File: config.mk
export PLATFORM = sky130hd
export DESIGN_NAME = alu_arbiter_flat
export DESIGN_NICKNAME = d
export VERILOG_FILES = /design/src/rtl/alu_arbiter_if.sv /design/src/rtl/alu_arbiter.sv /design/src/flat_wrapper.sv
export SDC_FILE = /design/constraint.sdc
export NUM_CORES = 1
export LEC_CHECK = 0
export CAP_MARGIN = 15
export CORE_ASPECT_RATIO = 0.7
export CORE_MARGIN = 2
export CORE_UTILIZATION = 38
export CTS_CLUSTER_DIAMETER = 150
export DETAILED_ROUTE_END_ITERATION = 16
export PLACE_DENSITY = 0.91
export SLEW_MARGIN = 20
export SYNTH_ARGS = -nofsm -noshare
export SYNTH_HDL_FRONTEND = slang
export SYNTH_SLANG_ARGS = --single-unit
File: constraint.sdc
create_clock -name clk -period 1.41 [get_ports clk]
set_input_delay 0.2115 -clock clk [delete_from_list [all_inputs] [get_ports clk]]
set_output_delay 0.2115 -clock clk [all_outputs]
set_load 0.01 [all_outputs]
File: src/rtl/alu_arbiter_if.sv
// alu_arbiter_if: requester, ALU and response signals of the shared-ALU arbiter.
// The slave modport is the arbiter; the master modport is its environment.
interface alu_arbiter_if #(parameter int DATA_W = 8, parameter int OP_W = 4);
   logic              req0_valid, req0_ready, req0_cin;
   logic [DATA_W-1:0] req0_a, req0_b;
   logic [OP_W-1:0]   req0_op;
   logic              req1_valid, req1_ready, req1_cin;
   logic [DATA_W-1:0] req1_a, req1_b;
   logic [OP_W-1:0]   req1_op;
   logic [DATA_W-1:0] alu_a, alu_b, alu_result;
   logic [OP_W-1:0]   alu_opcode;
   logic              alu_cin, alu_zero, alu_carry, alu_overflow, alu_negative;
   logic              rsp_valid, rsp_ready, rsp_id, rsp_err;
   logic [DATA_W-1:0] rsp_result;
   logic [3:0]        rsp_flags;

   modport slave (
      input  req0_valid, req0_a, req0_b, req0_op, req0_cin,
      input  req1_valid, req1_a, req1_b, req1_op, req1_cin,
      input  alu_result, alu_zero, alu_carry, alu_overflow, alu_negative, rsp_ready,
      output req0_ready, req1_ready, alu_a, alu_b, alu_opcode, alu_cin,
      output rsp_valid, rsp_id, rsp_result, rsp_flags, rsp_err
   );

   modport master (
      output req0_valid, req0_a, req0_b, req0_op, req0_cin,
      output req1_valid, req1_a, req1_b, req1_op, req1_cin,
      output alu_result, alu_zero, alu_carry, alu_overflow, alu_negative, rsp_ready,
      input  req0_ready, req1_ready, alu_a, alu_b, alu_opcode, alu_cin,
      input  rsp_valid, rsp_id, rsp_result, rsp_flags, rsp_err
   );
endinterface

File: src/rtl/alu_arbiter.sv
// alu_arbiter: round-robin grant of the shared 8-bit ALU to two requesters,
// with registered operands and a held, requester-tagged response.
module alu_arbiter (
   input logic clk,
   input logic rst_n,
   alu_arbiter_if.slave bus
);
   typedef enum logic [1:0] {IDLE, EXEC, RESP} state_t;
   state_t     state_q;
   logic       last_grant_q, id_q, cin_q, rsp_valid_q, rsp_id_q, rsp_err_q;
   logic [7:0] a_q, b_q, rsp_result_q;
   logic [3:0] op_q, rsp_flags_q;
   logic       win, g0, g1, acc, sel, cin_d, undef;
   logic [7:0] a_d, b_d;
   logic [3:0] op_d;

   // rst_n gating keeps both readies low while reset is held
   assign win   = rst_n && (state_q == IDLE || (state_q == RESP && bus.rsp_ready));
   assign g0    = bus.req0_valid && (!bus.req1_valid || last_grant_q);
   assign g1    = bus.req1_valid && (!bus.req0_valid || !last_grant_q);
   assign bus.req0_ready = win && g0;
   assign bus.req1_ready = win && g1;
   assign acc   = bus.req0_ready || bus.req1_ready;
   assign sel   = bus.req1_ready;
   assign a_d   = sel ? bus.req1_a   : bus.req0_a;
   assign b_d   = sel ? bus.req1_b   : bus.req0_b;
   assign op_d  = sel ? bus.req1_op  : bus.req0_op;
   assign cin_d = sel ? bus.req1_cin : bus.req0_cin;
   assign undef = op_q > 4'd9;

   always_ff @(posedge clk or negedge rst_n) begin
      if (!rst_n) begin
         state_q      <= IDLE;
         last_grant_q <= 1'b1;
         id_q         <= 1'b0;
         a_q          <= '0;
         b_q          <= '0;
         op_q         <= '0;
         cin_q        <= 1'b0;
         rsp_valid_q  <= 1'b0;
         rsp_id_q     <= 1'b0;
         rsp_result_q <= '0;
         rsp_flags_q  <= '0;
         rsp_err_q    <= 1'b0;
      end else begin
         case (state_q)
            EXEC: begin
               rsp_id_q     <= id_q;
               rsp_err_q    <= undef;
               rsp_result_q <= undef ? 8'h00 : bus.alu_result;
               rsp_flags_q  <= undef ? 4'h0 : {bus.alu_zero, bus.alu_carry, bus.alu_overflow, bus.alu_negative};
               rsp_valid_q  <= 1'b1;
               state_q      <= RESP;
            end
            default: begin
               if (acc) begin
                  a_q          <= a_d;
                  b_q          <= b_d;
                  op_q         <= op_d;
                  cin_q        <= cin_d;
                  id_q         <= sel;
                  last_grant_q <= sel;
                  rsp_valid_q  <= 1'b0;
                  state_q      <= EXEC;
               end else if (state_q == RESP && bus.rsp_ready) begin
                  rsp_valid_q  <= 1'b0;
                  state_q      <= IDLE;
               end
            end
         endcase
      end
   end

   assign bus.alu_a      = a_q;
   assign bus.alu_b      = b_q;
   assign bus.alu_opcode = op_q;
   assign bus.alu_cin    = cin_q;
   assign bus.rsp_valid  = rsp_valid_q;
   assign bus.rsp_id     = rsp_id_q;
   assign bus.rsp_result = rsp_result_q;
   assign bus.rsp_flags  = rsp_flags_q;
   assign bus.rsp_err    = rsp_err_q;
endmodule

File: src/flat_wrapper.sv
// flat-port wrapper written by rule: the top's interface ports become plain ports
module alu_arbiter_flat 
  (clk, rst_n, bus_req0_valid, bus_req0_a, bus_req0_b, bus_req0_op, bus_req0_cin, bus_req1_valid, bus_req1_a, bus_req1_b, bus_req1_op, bus_req1_cin, bus_alu_result, bus_alu_zero, bus_alu_carry, bus_alu_overflow, bus_alu_negative, bus_rsp_ready, bus_req0_ready, bus_req1_ready, bus_alu_a, bus_alu_b, bus_alu_opcode, bus_alu_cin, bus_rsp_valid, bus_rsp_id, bus_rsp_result, bus_rsp_flags, bus_rsp_err);
  alu_arbiter_if bus_i ();
  input logic clk;
  input logic rst_n;
  input wire logic [$bits(bus_i.req0_valid)-1:0] bus_req0_valid;
  input wire logic [$bits(bus_i.req0_a)-1:0] bus_req0_a;
  input wire logic [$bits(bus_i.req0_b)-1:0] bus_req0_b;
  input wire logic [$bits(bus_i.req0_op)-1:0] bus_req0_op;
  input wire logic [$bits(bus_i.req0_cin)-1:0] bus_req0_cin;
  input wire logic [$bits(bus_i.req1_valid)-1:0] bus_req1_valid;
  input wire logic [$bits(bus_i.req1_a)-1:0] bus_req1_a;
  input wire logic [$bits(bus_i.req1_b)-1:0] bus_req1_b;
  input wire logic [$bits(bus_i.req1_op)-1:0] bus_req1_op;
  input wire logic [$bits(bus_i.req1_cin)-1:0] bus_req1_cin;
  input wire logic [$bits(bus_i.alu_result)-1:0] bus_alu_result;
  input wire logic [$bits(bus_i.alu_zero)-1:0] bus_alu_zero;
  input wire logic [$bits(bus_i.alu_carry)-1:0] bus_alu_carry;
  input wire logic [$bits(bus_i.alu_overflow)-1:0] bus_alu_overflow;
  input wire logic [$bits(bus_i.alu_negative)-1:0] bus_alu_negative;
  input wire logic [$bits(bus_i.rsp_ready)-1:0] bus_rsp_ready;
  output wire logic [$bits(bus_i.req0_ready)-1:0] bus_req0_ready;
  output wire logic [$bits(bus_i.req1_ready)-1:0] bus_req1_ready;
  output wire logic [$bits(bus_i.alu_a)-1:0] bus_alu_a;
  output wire logic [$bits(bus_i.alu_b)-1:0] bus_alu_b;
  output wire logic [$bits(bus_i.alu_opcode)-1:0] bus_alu_opcode;
  output wire logic [$bits(bus_i.alu_cin)-1:0] bus_alu_cin;
  output wire logic [$bits(bus_i.rsp_valid)-1:0] bus_rsp_valid;
  output wire logic [$bits(bus_i.rsp_id)-1:0] bus_rsp_id;
  output wire logic [$bits(bus_i.rsp_result)-1:0] bus_rsp_result;
  output wire logic [$bits(bus_i.rsp_flags)-1:0] bus_rsp_flags;
  output wire logic [$bits(bus_i.rsp_err)-1:0] bus_rsp_err;
  assign bus_i.req0_valid = bus_req0_valid;
  assign bus_i.req0_a = bus_req0_a;
  assign bus_i.req0_b = bus_req0_b;
  assign bus_i.req0_op = bus_req0_op;
  assign bus_i.req0_cin = bus_req0_cin;
  assign bus_i.req1_valid = bus_req1_valid;
  assign bus_i.req1_a = bus_req1_a;
  assign bus_i.req1_b = bus_req1_b;
  assign bus_i.req1_op = bus_req1_op;
  assign bus_i.req1_cin = bus_req1_cin;
  assign bus_i.alu_result = bus_alu_result;
  assign bus_i.alu_zero = bus_alu_zero;
  assign bus_i.alu_carry = bus_alu_carry;
  assign bus_i.alu_overflow = bus_alu_overflow;
  assign bus_i.alu_negative = bus_alu_negative;
  assign bus_i.rsp_ready = bus_rsp_ready;
  assign bus_req0_ready = bus_i.req0_ready;
  assign bus_req1_ready = bus_i.req1_ready;
  assign bus_alu_a = bus_i.alu_a;
  assign bus_alu_b = bus_i.alu_b;
  assign bus_alu_opcode = bus_i.alu_opcode;
  assign bus_alu_cin = bus_i.alu_cin;
  assign bus_rsp_valid = bus_i.rsp_valid;
  assign bus_rsp_id = bus_i.rsp_id;
  assign bus_rsp_result = bus_i.rsp_result;
  assign bus_rsp_flags = bus_i.rsp_flags;
  assign bus_rsp_err = bus_i.rsp_err;
  alu_arbiter u_core (.clk(clk), .rst_n(rst_n), .bus(bus_i));
endmodule
==> results.md, run 1 <==
- Outcome: finished with violations
- Failing checks: setup timing
- Synth cell types: 28
- Port bufs: 96
- Commonest non-fill, non-tap cell in the layout: clkdlybuf4s50_1
- Setup slack, reg-to-reg: -0.02 ns
- Worst vdd ir: ~0.00095 V
- Sum Neg Setup Slack: -0.266 ns
- NetSw: roughly 1.8 mW
- Initial antenna violation count: 0
- CP Capture Type: output port
- Initial Util: 0.392
- CP Class: reg2out
- Die X-Extent: 83.9 µm
- Synth Net Count: between 150 and 200
- Top-area cell type share of the netlist area: 0.560
- Fraction of layout cells with a size suffix above 1: 0.251
- Core Util, Final: 0.732
- Row count: 20
- Sequential Power Share: 0.343
- Core area: 4330 µm²
- GRT Resource Usage Total: 0.202
- Root Driver: clkbuf_8
- Slew Limit Fails: 0
- Area Growth Syn to Fin: 86.6%
- Routability cong.: just over 0.7
- Diodes inserted: 0
- DR pass1 iterations: 4
- Clock skew: roughly 0.0074 ns
- Worst Setup Start Kind: register
- Clock Latency Late Sink: 0.28 ns
- Post-Layout Inst Area: about 3200 µm²
- Total gr overflow: 0
- Highest-count cells in the layout ignoring fill and taps: 57 x clkdlybuf4s50_1, 38 x dfrtp_1, 28 x dlymetal6s2s_1
- Setup WS post-layout: -0.136 ns
- Pint: 3.74 mW
- Delay of the slowest critical-path stage: around 0.39 ns
- Chip height: between 50 and 60 µm
- RSZ-0062 raised after global routing: true
- Nets: between 300 and 400
- Clock Power Share: 0.145
- CP Launch Point: u_core.state_q[0]$_DFFE_PN0P_
- Final Cycle Share: 1.10
- Cells after Synth: approximately 130
- Combinational share of power: 0.512
- Pre-CTS setup slack: -0.535 ns
- Fmax: approximately 0.65 GHz
- Worst-path clk slew: roughly 0.070 ns
- Post-DP HPWL: ~3.6 mm
- Crit-path max FO: 3
- # fillers: ~310
- Max_cap viols: 0
- Top post-synthesis cells by area: dfrtp_1 56%, o32ai_1 11%, a2bb2oi_1 9.8%
- Worst path arrival time: between 1 and 1.5 ns
- Routed vias: about 1600
- Sequential share of the synthesized area: 0.575
- CTS Buf Count: 5
- Yosys warns: 0
- Worst Path Required: 1.20 ns
- Rel. slew slack: 0.683
- Post-synthesis register bit count: 39
- Fin crit period: 1.55 ns
- DR WL/cell: between 15 and 20 µm
- Actual slew at the worst max-slew pin: around 0.48 ns
- Cell taking the most area after synthesis: dfrtp_1
- TritonCTS Sinks: 39
- Leakage: ~1.5 nW
- Total chip power: about 5.5 mW
- Switching share of power: 0.322
- Crit path cell chain: nand2b_4 -> or2_4 -> nor3_2 -> buf_2
- Vias/cell: between 5 and 6
- Synthesized area: approximately 1700 µm²
- Slowest CP cell: dfrtp_1
- R2r startpoint: u_core.state_q[0]$_DFFE_PN0P_
- DR DRC count: 0
- CTS Buffer Depth: 2
- Post-DP Area: between 2000 and 3000 µm²
- First-pass GRT wire length: about 7.9 mm
- Crit Reg-Reg Endpoint: u_core.bus.alu_opcode[3]$_DFFE_PN0P_
- Worst Reg-to-Reg Cells: 6
- Vias in the first global route: between 1500 and 2000
- Worst min path class: in2async
- CTS tree: yes
- Die footprint: ~5000 µm²
- Pin count of the biggest net entering global routing: 40
- DRT iter0 DRCs: 62
- I/O pin count: 97
- Final Hold Vio Count: 0
- Antenna Nets Post-Route: 0
- Synthesized area per cell: around 13 µm²
- Endpoints failing setup: 6
- Pwr/cell area: about 1700 nW/µm²
- H-tree levels: 2
- DRT Wirelength: ~5.3 mm
## cell usage after synthesis
library cell	count
a2bb2oi_2	2
o21a_1	1
nand2_1	1
buf_2	6
nand2b_4	1
clkbuf_1	3
a22o_1	12
dfstp_2	1
o22a_1	1
a21oi_1	1
inv_1	2
nand2b_1	1
or2_1	1
a21bo_2	1
nor3_1	1
o32a_1	1
a2bb2oi_1	19
nor2_1	4
buf_6	2
nor3b_1	1
mux2_2	1
a21o_1	1
dfrtp_1	38
o32ai_1	21
buf_4	1
nor3_4	1
nor2b_2	2
or2_2	1
## flip-flops by register name (all words and copies together) (netlist names)
signal,cells
u_core.bus.alu_b,8
u_core.bus.alu_a,8
u_core.last_grant_q,1
u_core.bus.rsp_valid,1
u_core.state_q,1
u_core.bus.rsp_err,1
u_core.id_q,1
u_core.bus.rsp_result,8
u_core.bus.rsp_id,1
u_core.bus.alu_opcode,4
u_core.bus.rsp_flags,4
u_core.bus.alu_cin,1
## final cells by class
class	count	area, µm²	area share
Clock buffer	8	100	0.0316
Timing Repair Buffer	119	1250	0.395
Sequential cell	39	977	0.308
Tap cell	55	68.8	0.0217
Multi-Input combinational cell	75	764	0.241
Inverter	2	7.51	0.00237
## worst max-delay path: cells and delay by family, from the launching register on
kind	cells	cell delay (ns)
buf+inv	1	0.15
flops	1	0.39
simple gates	3	0.51
## cells by family after synthesis
group,after synthesis,synth area share
AOI/OAI and AO/OA,60,0.314
DFF,39,0.575
and+or+nand+nor,14,0.0574
buffers and inverters,14,0.0464
muxes,1,0.00663
## routing by layer
metal,global-route usage,vias up,wire length [µm]
met5,0,-,0
met4,0.0461,0,34
met2,0.339,67,2600
li1,-,751,-
met3,0.0704,5,380
met1,0.258,784,2290
## power groups by stage
| stage | clock network, mW | registers [mW] | logic [mW] |
|---|---|---|---|
| finish | 0.800 | 1.89 | 2.82 |
| global route | 0.884 | 1.95 | 2.99 |
| CTS | 0.823 | 1.88 | 2.67 |
| detailed placement | 0 | 1.89 | 2.67 |
| global placement | 0 | 1.88 | 2.61 |
| floorplan | 0 | 2.08 | 0.986 |
## worst max-delay path by stage
| stage | to | slack, ns | cells after the start |
|---|---|---|---|
| finish | bus_req0_ready | -0.14 | 4 |
| CTS | bus_req0_ready | -0.12 | 4 |
| global placement | bus_req0_ready | -0.52 | 5 |
| global route | bus_req0_ready | -0.21 | 4 |
| floorplan | bus_req0_ready | 0.02 | 3 |
| detailed placement | bus_req0_ready | -0.53 | 5 |
## stage by stage
| stage | instances | hold slack, ns |
|---|---|---|
| final | 298 | 0.0636 |
| after global routing | 298 | 0.100 |
| after CTS | 295 | 0.0710 |
| after detailed placement | 286 | 0.379 |
| after global placement | 286 | 0.376 |
| after floorplan | 128 | -0.0841 |
## what timing repair did
action	CTS	global route
pin swaps	3	1
gates cloned	1	1
setup endpoints to repair	11	52
gates resized for setup	18	49
buffers inserted	0	3
hold buffers	0	0
No activity file was read; power rests on OpenSTA's default activity.
==> run 2, diff against run 1 <==
TNS_END_PERCENT = 50   (was default)
==> results.md, run 2 (synthesized netlist as in run 1, its figures left out) <==
- Die X-Extent: 83.9 µm (unchanged)
- Initial Util: 0.392 (unchanged)
- Sequential Power Share: 0.352 (+0.009)
- Multi-input logic area: 724 µm² (-5.2%)
- TritonCTS Sinks: 39 (unchanged)
- CTS tree: yes
- Chip height: 59.9 µm (unchanged)
- Delay-heaviest family, CP: simple AND/OR/NAND/NOR gates
- Pre-CTS setup slack: -0.535 ns (unchanged)
- Endpoints failing setup: 2 (-4)
- Fmax: 0.647 GHz (about the same)
- Vias in the first global route: 1669 (+0.54%)
- Actual slew at the worst max-slew pin: 0.476 ns (-0.000237 ns)
- Non-Filler Instances: 295 (-1.0%)
- Final Hold Vio Count: 0 (unchanged)
- Pint: 3.62 mW (-3.1%)
- H-tree levels: 2 (unchanged)
- Root Driver: clkbuf_8
- CP Class: reg2out
- Hold-fix buffer count after cts: 0 (unchanged)
- Worst path arrival time: 1.33 ns (about the same)
- Die footprint: 5030 µm² (unchanged)
- Highest-count cells in the layout ignoring fill and taps: 57 x clkdlybuf4s50_1, 38 x dfrtp_1, 28 x dlymetal6s2s_1
- Port bufs: 96 (unchanged)
- DR pass1 iterations: 3 (-1)
- Initial antenna violation count: 0 (unchanged)
- DRT Wirelength: 5.19 mm (-2.1%)
- Post-DP HPWL: 3.57 mm (unchanged)
- Clock Latency Late Sink: 0.28 ns (about the same)
- Worst Setup Start Kind: register
- RSZ-0062 raised after global routing: true
- Final Cycle Share: 1.10 (about the same)
- Routability cong.: 0.721 (unchanged)
- Diodes inserted: 0 (unchanged)
- Row count: 20 (unchanged)
- Switching share of power: 0.322 (about the same)
- # fillers: 318 (+4.3%)
- Setup WS post-layout: -0.135 ns (+0.000929 ns)
- CTS Buffer Depth: 2 (unchanged)
- Pwr/cell area: 1740 nW/µm² (+0.17%)
- Nets: 298 (-1.0%)
- Worst vdd ir: 0.000943 V (-0.90%)
- Max_cap viols: 0 (unchanged)
- Fraction of layout cells with a size suffix above 1: 0.217 (-0.0344)
- Pin count of the biggest net entering global routing: 40 (unchanged)
- Crit Reg-Reg Endpoint: u_core.bus.alu_a[4]$_DFFE_PN0P_
- Total gr overflow: 0 (unchanged)
- Core area: 4330 µm² (unchanged)
- DRT iter0 DRCs: 49 (-21%)
- Worst Path Required: 1.20 ns (about the same)
- DR WL/cell: 17.6 µm (-1.1%)
- First-pass GRT wire length: 7.76 mm (-1.2%)
- Worst min path class: in2async
- CTS Buf Count: 5 (unchanged)
- I/O pin count: 97 (unchanged)
- Vias/cell: 5.38 (-0.24%)
- Fin crit period: 1.55 ns (-0.000929 ns)
- Clock skew: 0.00535 ns (-0.00202 ns)
- Leakage: 1.50 nW (-2.4%)
- WP buf/inv: 1 (unchanged)
- Area Growth Syn to Fin: 80.5%
- Worst Reg-to-Reg Cells: 5 (-1)
- CP Capture Type: output port
- Crit path cell chain: nand2b_4 -> or2_4 -> nor3_2 -> buf_2
- Slew Limit Fails: 0 (unchanged)
- Post-Place Cells: 286 (unchanged)
- Clock Power Share: 0.150 (+0.005)
- R2r startpoint: u_core.state_q[0]$_DFFE_PN0P_
- NetSw: 1.72 mW (-3.1%)
- DR DRC count: 0 (unchanged)
- FF+latch area: 977 µm² (unchanged)
- Crit-path max FO: 3 (unchanged)
- Failing checks: setup timing
- Delay of the slowest critical-path stage: 0.39 ns (about the same)
- Commonest non-fill, non-tap cell in the layout: clkdlybuf4s50_1
- Outcome: finished with violations
- Combinational share of power: 0.498 (-0.014)
- Slowest CP cell: dfrtp_1
- Antenna Nets Post-Route: 0 (unchanged)
- Routed vias: 1587 (-1.2%)
- GRT Resource Usage Total: 0.199 (-0.00306)
- Setup slack, reg-to-reg: 0.01 ns (+0.03 ns)
- Sum Neg Setup Slack: -0.243 ns (+0.0238 ns)
- Rel. slew slack: 0.683 (about the same)
- Worst-path clk slew: 0.07 ns (about the same)
[run 2: cell count changes in the layout (fill, tap and decap cells not counted), sizes merged]
cell | before | now
buf | 25 | 23
clkbuf | 9 | 8
[run 2: layout make-up]
| type | instances | area share |
|---|---|---|
| multi-input combinational | 75 | 0.236 |
| tap | 55 | 0.0224 |
| inverter | 2 | 0.00245 |
| timing repair buffer | 116 | 0.388 |
| sequential | 39 | 0.319 |
| clock buffer | 8 | 0.0326 |
[run 2: worst max path at each step]
stage	end	start	cells after the start	slack (ns)
after floorplan	bus_req0_ready	u_core.bus.rsp_valid$_DFFE_PN0P_	3	0.02
after global placement	bus_req0_ready	bus_rsp_ready	5	-0.52
after global routing	bus_req0_ready	u_core.state_q[0]$_DFFE_PN0P_	4	-0.21
after detailed placement	bus_req0_ready	bus_rsp_ready	5	-0.53
after CTS	bus_req0_ready	u_core.state_q[0]$_DFFE_PN0P_	4	-0.12
final	bus_req0_ready	u_core.state_q[0]$_DFFE_PN0P_	4	-0.14
[run 2: power by group through the flow]
stage	clock network (mW)	logic, mW	registers, mW
floorplan	0	0.986	2.08
global placement	0	2.61	1.88
detailed placement	0	2.67	1.89
CTS	0.823	2.61	1.88
global route	0.884	2.83	1.94
finish	0.800	2.66	1.88
[run 2: through the flow]
stage          hold slack (ns)   util  power, mW  cell area [µm²]
2_1_floorplan          -0.0841      -       3.07             1700
5_1_grt                  0.101  0.708       5.65             3070
3_3_place_gp             0.376  0.651       4.49             2820
3_5_place_dp             0.379  0.651       4.56             2820
4_1_cts                 0.0710  0.672       5.31             2910
6_report                0.0603  0.708       5.34             3070
[run 2: repair_timing]
item / 4_1_cts / 5_1_grt
setup buffers: 0 / 1
endpoints found under the setup margin: 11 / 49
pin swaps: 3 / 0
gates resized for setup: 18 / 41
[run 2: metal layers]
metal,vias to the layer above,part of all wire,GRT usage
met4,0,0.0073,0.0461
li1,744,-,-
met1,777,0.43,0.245
met2,59,0.49,0.344
met3,7,0.072,0.0704
met5,-,0,0
[run 2: worst register-to-register path: cells and delay by family (launching register included)]
kind                   cells  cell delay, ns
AND/OR/NAND/NOR            2            0.41
AO/OA/AOI/OAI              1            0.18
flip-flops                 1            0.39
buffers and inverters      2            0.34
==> run 3, diff against run 2 <==
CORE_MARGIN = 10   (was 2)
CTS_CLUSTER_SIZE = 20   (was default)
PLACE_DENSITY = default   (was 0.91)
PLACE_DENSITY_LB_ADDON = 0.05   (was default)
==> results.md, run 3 (synthesized netlist as in run 1, its figures left out) <==
- Routed vias: 1614 (+1.7%)
- Port bufs: 96 (unchanged)
- Leakage: 1.51 nW (+1.1%)
- Failing checks: setup timing
- DRT Wirelength: 6.04 mm (+16%)
- Fmax: 0.631 GHz (-2.5%)
- Clock Latency Late Sink: 0.28 ns (about the same)
- Die X-Extent: 99.9 µm (+19%)
- Initial antenna violation count: 0 (unchanged)
- Initial Util: 0.392 (unchanged)
- Total gr overflow: 0 (unchanged)
- R2r startpoint: u_core.state_q[0]$_DFFE_PN0P_
- DR DRC count: 0 (unchanged)
- Row count: 20 (unchanged)
- CP Class: reg2out
- Crit Reg-Reg Endpoint: u_core.bus.alu_b[6]$_DFFE_PN0P_
- Worst path arrival time: 1.37 ns (+0.04 ns)
- Worst-path clk slew: 0.07 ns (about the same)
- Outcome: finished with violations
- Max_cap viols: 0 (unchanged)
- Antenna Nets Post-Route: 0 (unchanged)
- Die footprint: 7590 µm² (+51%)
- Worst min path class: in2async
- Delay-heaviest family, CP: simple AND/OR/NAND/NOR gates
- Chip height: 75.9 µm (+27%)
- WP buf/inv: 1 (unchanged)
- Rel. slew slack: 0.669 (-0.0135)
- Final Hold Vio Count: 0 (unchanged)
- Crit path cell chain: nand2b_4 -> or2_4 -> nor3_2 -> buf_2
- Crit-path max FO: 3 (unchanged)
- Diodes inserted: 0 (unchanged)
- I/O pin count: 97 (unchanged)
- Slowest CP cell: dfrtp_1
- Total chip power: 5.56 mW (+4.2%)
- RSZ-0062 raised after global routing: true
- Root Driver: clkbuf_8
- GRT Resource Usage Total: 0.145 (-0.0540)
- DRT iter0 DRCs: 42 (-14%)
- H-tree levels: 2 (unchanged)
- First-pass GRT wire length: 8.99 mm (+16%)
- Worst vdd ir: 0.000934 V (-0.94%)
- TritonCTS Sinks: 39 (unchanged)
- Worst Path Required: 1.20 ns (about the same)
- Slew Limit Fails: 0 (unchanged)
- DR pass1 iterations: 3 (unchanged)
- DR WL/cell: 20.1 µm (+14%)
- Highest-count cells in the layout ignoring fill and taps: 57 x clkdlybuf4s50_1, 38 x dfrtp_1, 21 x dlymetal6s2s_1
- CTS Buffer Depth: 2 (unchanged)
- Commonest non-fill, non-tap cell in the layout: clkdlybuf4s50_1
- Area Growth Syn to Fin: 91.4%
- Delay of the slowest critical-path stage: 0.38 ns (about the same)
- Routability cong.: 0.785 (+8.9%)
- Vias in the first global route: 1726 (+3.4%)
- Nets: 303 (+1.7%)
- CP Capture Type: output port
- Fin crit period: 1.59 ns (+0.0404 ns)
- Endpoints failing setup: 2 (unchanged)
- Clock skew: 0.00583 ns (+0.000478 ns)
- Vias/cell: 5.38 (about the same)
- Core area: 4330 µm² (unchanged)
- Post-DP HPWL: 4.31 mm (+21%)
- Worst Setup Start Kind: register
- CP Launch Point: u_core.state_q[0]$_DFFE_PN0P_
- Actual slew at the worst max-slew pin: 0.496 ns (+0.0203 ns)
- # fillers: 314 (-1.3%)
- Worst Reg-to-Reg Cells: 6 (+1)
- Fraction of layout cells with a size suffix above 1: 0.327 (+0.110)
- Core Util, Final: 0.751 (+0.0428)
- Pin count of the biggest net entering global routing: 40 (unchanged)
- Pwr/cell area: 1710 nW/µm² (-1.7%)
- Setup slack, reg-to-reg: 0.01 ns (about the same)
- Setup WS post-layout: -0.175 ns (-0.0404 ns)
- CTS tree: yes
- Final Cycle Share: 1.12 (+0.0287)
- CTS Buf Count: 5 (unchanged)
[run 3: stage by stage]
stage          setup TNS (ns)  cells  area, µm²  hold WS, ns  setup WS (ns)
5_1_grt                -0.898    300       3250       0.0602         -0.222
2_1_floorplan               0    128       1700      -0.0841         0.0225
4_1_cts                -0.258    294       2870       0.0441         -0.166
3_3_place_gp            -4.14    286       2810        0.338         -0.517
3_5_place_dp            -4.60    286       2810        0.351         -0.533
6_report               -0.260    300       3250       0.0305         -0.175
[run 3: report_power, final]
part	switching, mW	internal (mW)
Combinational	1.20	1.75
Clock	0.353	0.347
Sequential	0.309	1.60
Total	1.86	3.70
[run 3: per-layer routing]
layer / global-route usage / routed length [µm]
met5: 0 / 0
met2: 0.246 / 3040
met4: 0.0271 / 23
met1: 0.167 / 2550
met3: 0.0598 / 421
[run 3: worst max path at each step]
stage	end	cells past startpoint	slack, ns
detailed placement	bus_req0_ready	5	-0.53
global route	bus_req0_ready	4	-0.22
floorplan	bus_req0_ready	3	0.02
global placement	bus_req0_ready	5	-0.52
CTS	bus_req0_ready	4	-0.17
finish	bus_req0_ready	4	-0.18
[run 3: cell type report]
cell class | instances | area (µm²) | area share
clock inverter | 1 | 5.00 | 0.00154
sequential | 39 | 977 | 0.301
timing repair buffer | 121 | 1240 | 0.381
tap | 55 | 68.8 | 0.0212
multi-input combinational | 75 | 878 | 0.270
inverter | 2 | 7.51 | 0.00231
clock buffer | 7 | 76.3 | 0.0235
[run 3: what timing repair did]
item                                    CTS  global route
buffers inserted                          0             3
endpoints found under the hold margin     0             0
resized for setup                        25            61
endpoints found under the setup margin   17            43
hold buffers                              0             0
cloned                                    0             3
pin swaps                                 3             2
